**src/rtl/serial_to_parallel_converter.sv**
```systemverilog
// UART-style receiver: start, 8 data bits LSB first, optional odd parity, stop.
// Each word is presented on DO with a one-cycle DVALID pulse and error flags.
module serial_to_parallel_converter #(
  parameter int SYNC_STAGES = 2
) (
  input  logic       DCLK,
  input  logic       RST_N,
  input  logic       RXD,
  input  logic       CTRL_PARITY_EN,
  input  logic [1:0] CTRL_BAUD_RATE,
  output logic [7:0] DO,
  output logic       DVALID,
  output logic       PERR,
  output logic       FERR
);

  typedef enum logic [2:0] {
    IDLE,
    START,
    DATA,
    PARITY,
    STOP
  } state_t;

  localparam logic [2:0] SETTLE_MAX = 3'(SYNC_STAGES + 1);

  logic [SYNC_STAGES-1:0] sync;
  logic                   rxd_s;
  logic                   rxd_q;
  logic [2:0]             settle;
  logic                   armed;
  state_t                 state;
  logic [12:0]            cnt;
  logic [12:0]            div;
  logic [12:0]            half;
  logic [2:0]             idx;
  logic [7:0]             shift;
  logic                   par_bit;
  logic                   par_en_q;
  logic [1:0]             baud_q;

  assign rxd_s = sync[SYNC_STAGES-1];
  assign armed = (settle == SETTLE_MAX);

  always_comb begin
    div = 13'd434;
    unique case (baud_q)
      2'b00: div = 13'd5208;
      2'b01: div = 13'd2604;
      2'b10: div = 13'd1302;
      2'b11: div = 13'd434;
    endcase
  end

  assign half = (div >> 1) + {12'd0, div[0]};

  // The synchronizer resets to 1, so edges are ignored until the
  // chain and the edge register both hold real line samples.
  always_ff @(posedge DCLK or negedge RST_N) begin
    if (!RST_N) begin
      sync   <= '1;
      rxd_q  <= 1'b1;
      settle <= 3'd0;
    end else begin
      sync  <= {sync[SYNC_STAGES-2:0], RXD};
      rxd_q <= rxd_s;
      if (!armed) settle <= settle + 3'd1;
    end
  end

  always_ff @(posedge DCLK or negedge RST_N) begin
    if (!RST_N) begin
      state    <= IDLE;
      cnt      <= 13'd0;
      idx      <= 3'd0;
      shift    <= 8'h00;
      par_bit  <= 1'b0;
      par_en_q <= 1'b0;
      baud_q   <= 2'b00;
      DO       <= 8'h00;
      DVALID   <= 1'b0;
      PERR     <= 1'b0;
      FERR     <= 1'b0;
    end else begin
      DVALID <= 1'b0;
      unique case (state)
        IDLE: begin
          if (armed && rxd_q && !rxd_s) begin
            state    <= START;
            // count equals cycles elapsed since the edge cycle
            cnt      <= 13'd1;
            baud_q   <= CTRL_BAUD_RATE;
            par_en_q <= CTRL_PARITY_EN;
          end
        end
        START: begin
          if (cnt == half) begin
            cnt <= 13'd0;
            idx <= 3'd0;
            state <= rxd_s ? IDLE : DATA;
          end else begin
            cnt <= cnt + 13'd1;
          end
        end
        DATA: begin
          if (cnt == div) begin
            shift <= {rxd_s, shift[7:1]};
            cnt   <= 13'd0;
            idx   <= idx + 3'd1;
            if (idx == 3'd7) state <= par_en_q ? PARITY : STOP;
          end else begin
            cnt <= cnt + 13'd1;
          end
        end
        PARITY: begin
          if (cnt == div) begin
            par_bit <= rxd_s;
            cnt     <= 13'd0;
            state   <= STOP;
          end else begin
            cnt <= cnt + 13'd1;
          end
        end
        STOP: begin
          if (cnt == div) begin
            cnt    <= 13'd0;
            state  <= IDLE;
            DO     <= shift;
            DVALID <= 1'b1;
            FERR   <= ~rxd_s;
            PERR   <= par_en_q & ~(^shift ^ par_bit);
          end else begin
            cnt <= cnt + 13'd1;
          end
        end
        default: state <= IDLE;
      endcase
    end
  end

endmodule

```
**config.mk**
```make
export PLATFORM = sky130hd
export DESIGN_NAME = serial_to_parallel_converter
export DESIGN_NICKNAME = d
export VERILOG_FILES = /design/src/rtl/serial_to_parallel_converter.sv
export SDC_FILE = /design/constraint.sdc
export NUM_CORES = 1
export LEC_CHECK = 0
export BUFFER_PORTS_ARGS = -buffer_cell sky130_fd_sc_hd__clkbuf_2
export CAP_MARGIN = 20
export CORE_MARGIN = 2
export CORE_UTILIZATION = 25
export DETAILED_ROUTE_END_ITERATION = 7
export PLACE_DENSITY = 0.42
export SLEW_MARGIN = 15
export SYNTH_ARGS = -nofsm -noshare
export SYNTH_HDL_FRONTEND = slang
export SYNTH_SLANG_ARGS = --single-unit
```
**constraint.sdc**
```tcl
create_clock -name DCLK -period 3.5 [get_ports DCLK]
set_input_delay 0.7 -clock DCLK [delete_from_list [all_inputs] [get_ports DCLK]]
set_output_delay 0.7 -clock DCLK [all_outputs]
set_load 0.02 [all_outputs]
```
==> flow_metrics.env, run 1 <==
export IMPL_outcome="completed"
export IMPL_timing_slew_headroom_pct=63.5
export IMPL_post_route_period_util_pct=86.9
export IMPL_hpwl_mm=4.36
export IMPL_reg2regPathDepth=8
export IMPL_gr_total_overflow=0
export IMPL_h_tree_depth=2
export IMPL_drc=0
export IMPL_area_growth_syn_to_layout_pct=12.5
export IMPL_antenna_left=0
export IMPL_dieArea_um2=11700
export IMPL_max_freq_mhz=329
export IMPL_drtIter0Drc=85
export IMPL_totalWireLength_mm=6.15
export IMPL_num_antenna_cells=0
export IMPL_synth_edf_count=0
export IMPL_vias_per_cell=4.71
export IMPL_final_core_util_pct=29.2
export IMPL_yosysMostFrequentCell="nand2_1"
export IMPL_worstPathRequired_ns=3.67
export IMPL_cts_tree="yes"
export IMPL_coreArea_um2=10400
export IMPL_hold_class="in -> async"
export IMPL_grt_pass1_wl_mm=10.3
export IMPL_power_leakage_nw=1.31
export IMPL_clkTransAtPathRegs_ns=0.11
export IMPL_routedWlPerCell_um=14.2
export IMPL_place_gp_congestion=0.791
export IMPL_cp_end_kind="flop"
export IMPL_start_util_pct=25.9
export IMPL_ys_ff_latch=48
export IMPL_die_h_um=108
export IMPL_synth_top_area_share_pct=41.7
export IMPL_synth_top_area_cell="dfrtp_1"
export IMPL_p_int_mw=1.14
export IMPL_cts_resized=0
export IMPL_synthCells=285
export IMPL_pre_cts_ws_ns=0.436
export IMPL_p_clk_share_pct=27.3
export IMPL_antenna_found_initial=0
export IMPL_fin_skew_ns=0.0114
export IMPL_p_seq_share_pct=38.5
export IMPL_synth_area_leaders="dfrtp_1 (42%), nand2_1 (7.9%), mux2_2 (6.3%)"
export IMPL_post_cts_setup_buffers=0
export IMPL_start_kind="flop"
export IMPL_cp_max_fo=12
export IMPL_rows=37
export IMPL_tightest_slew_ns=0.547
export IMPL_critical_path_class="reg -> reg"
export IMPL_vias=2043
export IMPL_finalSetupViolations=0
export IMPL_ir_worst_vdd_mv=0.260
export IMPL_tns_ns=0
export IMPL_fin_ws_ns=0.458
export IMPL_worst_ep_arrival_time_ns=3.22
export IMPL_synthFlopType="dfrtp_1"
export IMPL_synth_distinct_cells=50
export IMPL_p_sw_mw=0.713
export IMPL_track_usage_pct=11.4
export IMPL_grt_pass1_vias=1927
export IMPL_synthArstFlopShare_pct=100
export IMPL_final_hold_viol_count=0
export IMPL_grt_setup_unrepaired="no"
export IMPL_combPwrFrac_pct=34.2
export IMPL_netlist_area_um2=2700
export IMPL_clk_latency_ns=0.31
export IMPL_timing_rr_start="baud_q[0]"
export IMPL_yosys_warnings=0
export IMPL_grt_max_degree=33
export IMPL_cts_buffers=5
export IMPL_ys_seq_area_share_pct=44.6
export IMPL_p_per_area_nw_per_um2=610
export IMPL_drt_pass1_iterations=4
export IMPL_r2r_setup_slack_ns=0.46
export IMPL_fin_crit_ns=3.04
export IMPL_final_cell_area_um2=3040
export IMPL_place_area_um2=2900
export IMPL_port_buffers=16
export IMPL_sw_frac_of_total_pct=38.5
export IMPL_fin_nets=312
export IMPL_totalPowerFinal_mw=1.85
export IMPL_fillCellCount=1100
export IMPL_maxSlewViolCount=0
export IMPL_syn_nets=300
export IMPL_synth_common_cells="nand2_1 (57), dfrtp_1 (45), mux2_2 (15), nor2_1 (15)"
export IMPL_avgSynthCellArea_um2=9.48
export IMPL_clock_sinks=48
export IMPL_fp_dieW_um=108
export IMPL_clock_path_buffers=2
export IMPL_root_buffer="clkbuf_8"
export IMPL_worst_r2r_endpoint="cnt[10]"
export IMPL_drive_gt1_share_pct=19.1
export IMPL_io_pins=17
export IMPL_ctsHoldBuffers=0
export IMPL_drv_cap=0
## routing by layer
metal / part of all wire [%] / global-route usage (%)
met1: 50 / 17.0
met2: 44 / 16.8
met3: 4.9 / 1.93
met4: 1.3 / 3.57
met5: 0 / 0
## layout by cell type (no fill, tap or decap), types with 2 or more instances in the layout
cell type / count
nand2_1: 57
dfrtp_1: 45
clkbuf_2: 16
mux2_2: 15
nor2_1: 15
o21ai_0: 12
o211ai_1: 12
nand3_1: 10
ha_1: 9
inv_1: 8
a21oi_1: 7
o21ai_1: 7
xnor2_1: 7
nor3_1: 6
xor2_1: 5
clkbuf_8: 5
or3_1: 4
nand2b_1: 4
buf_4: 4
a22oi_1: 3
nand3b_1: 3
nor2b_1: 3
o21a_1: 3
o31ai_1: 3
dfstp_2: 3
or3b_2: 2
nand4_1: 2
a31oi_1: 2
and3_1: 2
bufinv_16: 2
## worst max-delay path by stage
stage	slack, ns	cells past startpoint	start	to
CTS	0.43	8	baud_q[0]	cnt[10]
floorplan	0.83	7	baud_q[0]	state[0]
global route	0.24	8	baud_q[0]	cnt[10]
global placement	0.57	8	baud_q[0]	cnt[10]
finish	0.46	8	baud_q[0]	cnt[10]
detailed placement	0.44	8	baud_q[0]	cnt[10]
## per-stage QoR
step,hold WS [ns],instances
after global placement,0.346,426
after global routing,0.361,434
after floorplan,0.345,285
after CTS,0.341,434
after detailed placement,0.347,426
final,0.325,434
## flip-flops by register name, summed over array words and instances (netlist names), 2 cells and up
signal and cells:
shift 8, idx 3, DO 8, sync 2
baud_q 2, state 3, cnt 13, settle 3
## critical path, cell delays in order (launching register included)
cell      delay [ns]
dfrtp_1         0.48
ha_1            0.32
or4b_2          0.68
a22oi_1         0.39
a311o_2         0.28
a31oi_4         0.18
nor2_4          0.22
buf_4           0.21
o311ai_0        0.14
## cell families after synthesis
family / after synthesis / synth area share (%)
xor+xnor: 12 / 3.89
compound gates: 58 / 15.4
fa+ha+maj: 9 / 4.17
buf+inv: 24 / 4.26
simple gates: 119 / 21.5
mux: 15 / 6.25
flops: 48 / 44.6
## power groups by stage
stage          registers (mW)  logic [mW]  clock network, mW
4_1_cts                 0.713       0.640              0.521
3_5_place_dp            0.725       0.637                  0
3_3_place_gp            0.723       0.637                  0
2_1_floorplan           0.659       0.560                  0
5_1_grt                 0.729       0.706              0.536
6_report                0.714       0.634              0.506
## final cells by class
cell class	instances	area, um^2	area share, %
Clock buffer	5	68.8	2.26
Clock inverter	3	68.8	2.26
Inverter	9	33.8	1.11
Multi-Input combinational cell	213	1380	45.5
Sequential cell	48	1200	39.6
Tap cell	136	170	5.60
Timing Repair Buffer	20	110	3.62
Power figures use the tool's default switching activity.
==> run 2: changes to the inputs <==
CTS_CLUSTER_SIZE = 8   (was default)
PLACE_DENSITY = 0.43   (was 0.42)
clock period = 2.5 ns   (was 3.5 ns; I/O delays follow)
==> run 2 against run 1 <==
Compared with the run above:
- the flow now finishes with violations (setup timing)
- largest cell class unchanged
- clock skew is 0.0040 ns higher
- flip-flop and latch count stayed put
- clock-buffer cell count unchanged
==> flow_metrics.env, run 2 (synthesis results as in run 1) <==
export IMPL_largest_register="cnt"
export IMPL_rows=37
export IMPL_combPwrFrac_pct=48.9
export IMPL_layout_common_cells="nand2_1 (57), dfrtp_1 (43), buf_4 (26)"
export IMPL_start_util_pct=25.9
export IMPL_totalPowerFinal_mw=3.06
export IMPL_cts_tree="yes"
export IMPL_vias_per_cell=4.68
export IMPL_h_tree_depth=2
export IMPL_die_h_um=108
export IMPL_grt_pass1_wl_mm=11.0
export IMPL_p_clk_share_pct=19.8
export IMPL_grt_setup_unrepaired="yes"
export IMPL_drt_pass1_iterations=4
export IMPL_vias=2163
export IMPL_ir_worst_vdd_mv=0.395
export IMPL_dp_cells=452
export IMPL_grt_busiest_layer="met2"
export IMPL_sw_frac_of_total_pct=39.6
export IMPL_timing_rr_start="baud_q[1]"
export IMPL_post_route_period_util_pct=102
export IMPL_largest_reg_flops=13
export IMPL_root_buffer="clkbuf_8"
export IMPL_drc=0
export IMPL_reg2regPathDepth=7
export IMPL_totalWireLength_mm=6.44
export IMPL_worst_ep_arrival_time_ns=2.77
export IMPL_clk_latency_ns=0.31
export IMPL_maxSlewViolCount=0
export IMPL_worstPathRequired_ns=2.71
export IMPL_place_gp_congestion=0.819
export IMPL_drtIter0Drc=162
export IMPL_hp_start="RXD"
export IMPL_fillCellCount=1087
export IMPL_cp_max_fo=4
export IMPL_drive_gt1_share_pct=32.2
export IMPL_critical_path_class="reg -> reg"
export IMPL_violations="setup timing"
export IMPL_tightest_slew_ns=0.636
export IMPL_layout_commonest_cell="nand2_1"
export IMPL_drv_cap=0
export IMPL_clkTransAtPathRegs_ns=0.11
export IMPL_start_kind="flop"
export IMPL_power_leakage_nw=1.49
export IMPL_clock_sinks=48
export IMPL_p_seq_share_pct=31.3
export IMPL_port_buffers=16
export IMPL_dieArea_um2=11700
export IMPL_area_growth_syn_to_layout_pct=26.6
export IMPL_grt_max_degree=49
export IMPL_fin_ws_ns=-0.0613
export IMPL_finalNonFillerCells=462
export IMPL_fin_crit_ns=2.56
export IMPL_hpwl_mm=4.45
export IMPL_use_met3_pct=1.63
export IMPL_coreArea_um2=10400
export IMPL_r2r_setup_slack_ns=-0.06
export IMPL_num_antenna_cells=0
export IMPL_track_usage_pct=11.8
export IMPL_io_pins=17
export IMPL_max_freq_mhz=390
export IMPL_p_per_area_nw_per_um2=894
export IMPL_routedWlPerCell_um=13.9
export IMPL_final_core_util_pct=32.9
export IMPL_p_int_mw=1.85
export IMPL_cp_end_kind="flop"
export IMPL_antenna_found_initial=0
export IMPL_fin_nets=340
export IMPL_antenna_left=0
export IMPL_hold_depth=1
export IMPL_tns_ns=-0.244
export IMPL_p_sw_mw=1.21
export IMPL_fin_skew_ns=0.0154
export IMPL_regArea_um2=1210
export IMPL_hold_end="sync[0]"
export IMPL_reg_top3="cnt (13), DO (8), shift (8)"
export IMPL_post_cts_setup_buffers=0
export IMPL_worst_r2r_endpoint="state[0]"
export IMPL_clock_path_buffers=2
export IMPL_timing_slew_headroom_pct=57.6
export IMPL_final_hold_viol_count=0
export IMPL_multi_input_area_um2=1520
export IMPL_gr_usage_met2_pct=18.5
export IMPL_cts_buffers=5
export IMPL_hold_class="in -> reg"
export IMPL_ctsHoldBuffers=0
export IMPL_outcome="finished with violations"
export IMPL_finalSetupViolations=9
export IMPL_gr_total_overflow=0
export IMPL_use_met1_pct=17.3
export IMPL_grt_pass1_vias=2118
export IMPL_fp_dieW_um=108
[run 2: cell types whose count changed in the layout (fill, tap and decap cells not counted), sizes merged]
cell	previous run	this run
buf	4	31
bufinv	2	1
clkbuf	21	22
clkinv	1	0
clkinvlp	0	1
inv	9	10
[run 2: power by group through the flow]
stage / logic (mW) / registers [mW] / clock network (mW)
detailed placement: 1.21 / 0.952 / 0
global route: 1.63 / 0.972 / 0.652
finish: 1.50 / 0.958 / 0.605
floorplan: 0.796 / 0.923 / 0
CTS: 1.32 / 0.957 / 0.627
global placement: 1.22 / 0.952 / 0
[run 2: final cells by class]
class,count,share of cell area [%]
clock buffers,5,2.01
inverters,9,1.06
flip-flops and latches,48,35.3
repair buffers,48,10.9
clock inverters,3,1.35
multi-input cells,213,44.4
well taps,136,4.97
[run 2: repair_timing]
action,4_1_cts,5_1_grt
pin swaps,13,13
setup endpoints to repair,17,37
gates resized for setup,19,17
cloned,1,1
[run 2: critical path: stages (launching register included)]
cell and delay (ns):
dfrtp_2 0.47, ha_4 0.18, or4_4 0.52, a2111oi_4 0.38, a311o_2 0.25, a31oi_4 0.12
nor2_4 0.21, mux2_4 0.32
[run 2: worst max path at each step]
stage	to	depth (start not counted)	startpoint
after CTS	state[0]	7	baud_q[1]
final	state[0]	7	baud_q[1]
after detailed placement	cnt[10]	9	baud_q[1]
after global routing	state[0]	7	baud_q[1]
after floorplan	state[0]	8	baud_q[0]
after global placement	cnt[10]	9	baud_q[1]
[run 2: metrics by stage]
stage               hold slack [ns]  worst slack, ns  area, um^2
floorplan                     0.204          -0.0450        2720
finish                        0.259          -0.0613        3420
global placement              0.346          -0.0481        3140
detailed placement            0.347          -0.0707        3140
CTS                           0.247          -0.0620        3330
global route                  0.249           -0.161        3420
[run 2: layer usage]
layer  vias to the layer above  wire length (um)
li1                       1080                 -
met1                      1055              3240
met2                        22              2990
met3                         6               147
met4                         0                64
met5                         -                 0
